===== config.mk =====
export PLATFORM = sky130hd
export DESIGN_NAME = traffic_monitor
export DESIGN_NICKNAME = d
export VERILOG_FILES = /design/src/rtl/traffic_monitor.sv
export SDC_FILE = /design/constraint.sdc
export NUM_CORES = 1
export LEC_CHECK = 0
export BUFFER_PORTS_ARGS = -buffer_cell sky130_fd_sc_hd__buf_4
export CAP_MARGIN = 10
export CORE_UTILIZATION = 50
export CTS_CLUSTER_DIAMETER = 60
export DETAILED_ROUTE_END_ITERATION = 7
export PLACE_DENSITY = 0.81
export SKIP_LAST_GASP = 1
export SLEW_MARGIN = 5
export SYNTH_ARGS = -nofsm -noshare
export SYNTH_HDL_FRONTEND = slang
export SYNTH_SLANG_ARGS = --single-unit

===== constraint.sdc =====
create_clock -name clk -period 2.45 [get_ports clk]
set_input_delay 0.49 -clock clk [delete_from_list [all_inputs] [get_ports clk]]
set_output_delay 0.49 -clock clk [all_outputs]
set_load 0.01 [all_outputs]

===== src/rtl/traffic_monitor.sv =====
// Passive checker for the traffic_control light buses: flags bad encodings, green
// conflicts, illegal phase steps, countdown breaks and stuck phases; keeps sticky flags.
module traffic_monitor #(
    parameter int unsigned MAX_DWELL = 63
) (
    input  logic       clk,
    input  logic       rst_a,
    input  logic [2:0] A_lights,
    input  logic [2:0] B_lights,
    input  logic [3:0] num_out,
    input  logic [2:0] cases,
    input  logic       clr,
    output logic [4:0] err_pulse,
    output logic [4:0] err_sticky,
    output logic       err_any,
    output logic [7:0] err_cnt
);

    localparam logic [2:0] LT_GREEN  = 3'b001;
    localparam logic [2:0] LT_YELLOW = 3'b010;
    localparam logic [2:0] LT_RED    = 3'b100;

    function automatic logic is_onehot(input logic [2:0] l);
        return (l == LT_GREEN) || (l == LT_YELLOW) || (l == LT_RED);
    endfunction

    function automatic logic legal_step(input logic [2:0] prev, input logic [2:0] cur);
        return ((prev == LT_GREEN)  && (cur == LT_YELLOW)) ||
               ((prev == LT_YELLOW) && (cur == LT_RED))    ||
               ((prev == LT_RED)    && (cur == LT_GREEN));
    endfunction

    logic [2:0] pA_q, pA_d;
    logic [2:0] pB_q, pB_d;
    logic [3:0] pnum_q, pnum_d;
    logic [2:0] pcases_q, pcases_d;
    logic       valid_q, valid_d;
    logic [7:0] dwell_q, dwell_d;
    logic [4:0] pulse_q, pulse_d;
    logic [4:0] sticky_q, sticky_d;
    logic [7:0] cnt_q, cnt_d;

    logic okA, okB, chA, chB, gate;
    logic e_enc, e_conf, e_seq, e_cnt, e_stall;

    always_comb begin
        okA  = is_onehot(A_lights);
        okB  = is_onehot(B_lights);
        chA  = (A_lights != pA_q);
        chB  = (B_lights != pB_q);
        // Sequence and countdown rules only apply in steady normal mode with history.
        gate = valid_q && (cases == 3'd0) && (pcases_q == 3'd0);

        e_enc  = !okA || !okB;
        e_conf = okA && okB && !A_lights[2] && !B_lights[2];
        e_seq  = gate && ((chA && !legal_step(pA_q, A_lights)) ||
                          (chB && !legal_step(pB_q, B_lights)));
        if (chA || chB) begin
            e_cnt = gate && (pnum_q != 4'd0);
        end else begin
            e_cnt = gate && ((pnum_q == 4'd0) || (num_out != pnum_q - 4'd1));
        end

        if (!valid_q || chA || chB) begin
            dwell_d = 8'd0;
        end else if (dwell_q == 8'hFF) begin
            dwell_d = dwell_q;
        end else begin
            dwell_d = dwell_q + 8'd1;
        end
        e_stall = ({24'd0, dwell_d} > MAX_DWELL);

        pulse_d = {e_stall, e_cnt, e_seq, e_conf, e_enc};

        // A clear wins over this sample's accumulation; the pulse is still reported.
        if (clr) begin
            sticky_d = 5'd0;
            cnt_d    = 8'd0;
        end else begin
            sticky_d = sticky_q | pulse_d;
            cnt_d    = ((|pulse_d) && (cnt_q != 8'hFF)) ? cnt_q + 8'd1 : cnt_q;
        end

        pA_d     = A_lights;
        pB_d     = B_lights;
        pnum_d   = num_out;
        pcases_d = cases;
        valid_d  = 1'b1;
    end

    always_ff @(posedge clk) begin
        if (rst_a) begin
            pA_q     <= 3'd0;
            pB_q     <= 3'd0;
            pnum_q   <= 4'd0;
            pcases_q <= 3'd0;
            valid_q  <= 1'b0;
            dwell_q  <= 8'd0;
            pulse_q  <= 5'd0;
            sticky_q <= 5'd0;
            cnt_q    <= 8'd0;
        end else begin
            pA_q     <= pA_d;
            pB_q     <= pB_d;
            pnum_q   <= pnum_d;
            pcases_q <= pcases_d;
            valid_q  <= valid_d;
            dwell_q  <= dwell_d;
            pulse_q  <= pulse_d;
            sticky_q <= sticky_d;
            cnt_q    <= cnt_d;
        end
    end

    assign err_pulse  = pulse_q;
    assign err_sticky = sticky_q;
    assign err_any    = |sticky_q;
    assign err_cnt    = cnt_q;

endmodule


==> out/results.ini <==
[routing]
ant_nets=0
drt_first_pass_iters=4
via_count=1523
finalWirelength_mm=3.38
via_per_inst=5.29
wl_per_cell_um=11.7
drt_iter0_drc=61
drcViolationCount=0

[synth]
syn-num-nets=223
avgSynthCellArea_um2=8.94
syn_area_um2=1820
synth_cell_type_count=40
netlist_top_cells_area=dfxtp_1, nor2_1, nor2b_1, xor2_1, xnor2_1
ys_seq_area_frac=0.439
ys.flop_type=dfxtp_1
synth.largest_area_cell=dfxtp_1
synth_top_area_frac=0.439
synth_seq_cells=40
synth-edff-count=0
ys_async_sr_fraction=0
synth_commonest_cells=dfxtp_1, nor2_1, nor2b_1
synth.most_common_cell=dfxtp_1
synth_warnings=0
syn_inst=204

[timing]
post-route-worst-setup-slack_ps=213
finalSetupViolations=0
rsz0062_at_grt=false
slew-limit-headroom=0.683
clock_skew_ps=7.70
fmax_ghz=0.447
setup_tns_ps=0
drv_slew=0
worst_pin_slew_ps=476
period_needed_ps=2240
layout_worst_path_cycle_share=0.913
hold_viol_final=0

[clock_network]
clock_sinks=40
root_buffer=clkbuf_4
cts_tree=yes
clock_latency_ps=350
cts_hold_buf=0
post_cts_resized=0
cts_buffers=5
clk_pin_slew_ps=110
cts_setup_buffers=0
cts-htree-levels=2
clockBufferDepth=2

[placed_design]
post-place-cells=280
dp_hpwl_mm=2.52
pre_cts_ws_ps=43.3
portBuffers=34
gp_congestion=0.791
post_dp_cell_area_um2=2110

[floorplanning]
die_area_um2=3890
core-area_um2=3420
initial_utilization=0.534
die_y_um=62.4
fp.dieW_um=62.4
num_rows=21
ioPinCount=35

[cells_and_area]
fin_nets=260
drive_gt1_frac=0.207
antennaDiodeCount=0
layout.cells.non_filler=288
fillers=307
stdcell_area_um2=2160
area_delta_synth_final_pct=18.7

[worst_setup_path]
crit_fanout=13
cp_slowest_cell=o31ai_4
crit_family=compound AO/OA/AOI/OAI gates
max_stage_delay_ps=420
worstSetupPathType=reg2reg
path_buf_inv=0
end_kind=register
cp.required_ps=2700
worstPathCellList=ha_1, nand3_1, nor2_1, mux2i_1, a211o_2, o31ai_4, or3_1, a21oi_1
cp-start-kind=register
cp.arrival_ps=2480

[global_routing]
grt_first_pass_wirelength_mm=6.09
grt_pass1_vias=1429
grt_max_degree=19
antenna_found_initial=0
grt_remaining_overflow=0
gr-usage-all-layers=0.199

[hold_path]
hp-class=in2reg

[power_and_ir_drop]
ir_worst_vdd_uv=418
power_density_nw_per_um2=536
p_leak_nw=0.871

[run]
drv_cap=0

[run_status]
status=finished clean

## worst paths after layout
kind	startpoint	end	slack, ps	cells past startpoint
worst min-delay path	cases[2]	pcases_q[2]	350	2
worst max-delay path	dwell_q[0]	err_cnt[4]	210	8
worst min register to register	err_sticky[0]	err_sticky[0]	510	2
worst max register to register	dwell_q[0]	err_cnt[4]	210	8
## routing by layer
metal  wire (µm)  up-vias  GRT usage
li1            -      784          -
met1        1590      691      0.246
met2        1560       40      0.319
met3         158        8     0.0529
met4          70        0     0.0988
met5           0        -          0
## logic make-up (layout without fill, tap and decap cells)
family / Yosys count / after routing / share of synthesized area
and+or+nand+nor: 99 / 99 / 0.292
xor gates and xnor gates: 16 / 16 / 0.0769
muxes: 4 / 4 / 0.0220
AOI/OAI and AO/OA: 32 / 32 / 0.119
DFF: 40 / 40 / 0.439
adders and majority gates: 3 / 3 / 0.0206
buffers and inverters: 10 / 48 / 0.0309
## power by group
part	switching [mW]	leakage (nW)	internal, mW	total (mW)
Combinational	0.0681	0.512	0.0642	0.132
Clock	0.204	0.0326	0.142	0.346
Sequential	0.0136	0.327	0.668	0.682
Total	0.286	0.871	0.874	1.16
## worst reg2reg max path, delay by kind of cell (launching register included)
family	cells	cell delay (ps)
flops	1	390
fa+ha+maj	1	240
compound gates	3	860
simple gates	3	510
mux	1	140
## cell type report
cell class | count | area (µm²) | area share
multi-input cells | 154 | 966 | 0.446
flip-flops and latches | 40 | 801 | 0.370
repair buffers | 35 | 263 | 0.121
clock buffers | 8 | 58.8 | 0.0272
well taps | 46 | 57.6 | 0.0266
inverters | 5 | 18.8 | 0.00867
## layout by cell type, fill, tap and decap left out, drive strengths merged, types with 4 or more instances in the layout
cell    instances
or3             5
xnor2           6
dfxtp          40
nand2b          4
nor3            6
nor2b          14
xor2           10
buf            35
nand4           5
nand3           9
a21oi           8
nor2           32
nand2          10
and3            4
mux2i           4
inv             5
clkbuf          8
o21ai          11
## flip-flops by register name (all words and copies together) (netlist names)
register    cells
err_pulse       5
pB_q            3
err_cnt         8
pA_q            3
pcases_q        3
dwell_q         8
pnum_q          4
err_sticky      5
valid_q         1
## metrics by stage
stage	power, mW	hold WS, ps	util
after CTS	1.17	344	0.634
after global routing	1.23	350	0.634
after global placement	0.825	479	0.616
after floorplan	0.779	472	-
after detailed placement	0.829	495	0.616
final	1.16	352	0.634
Power figures use the tool's default switching activity.
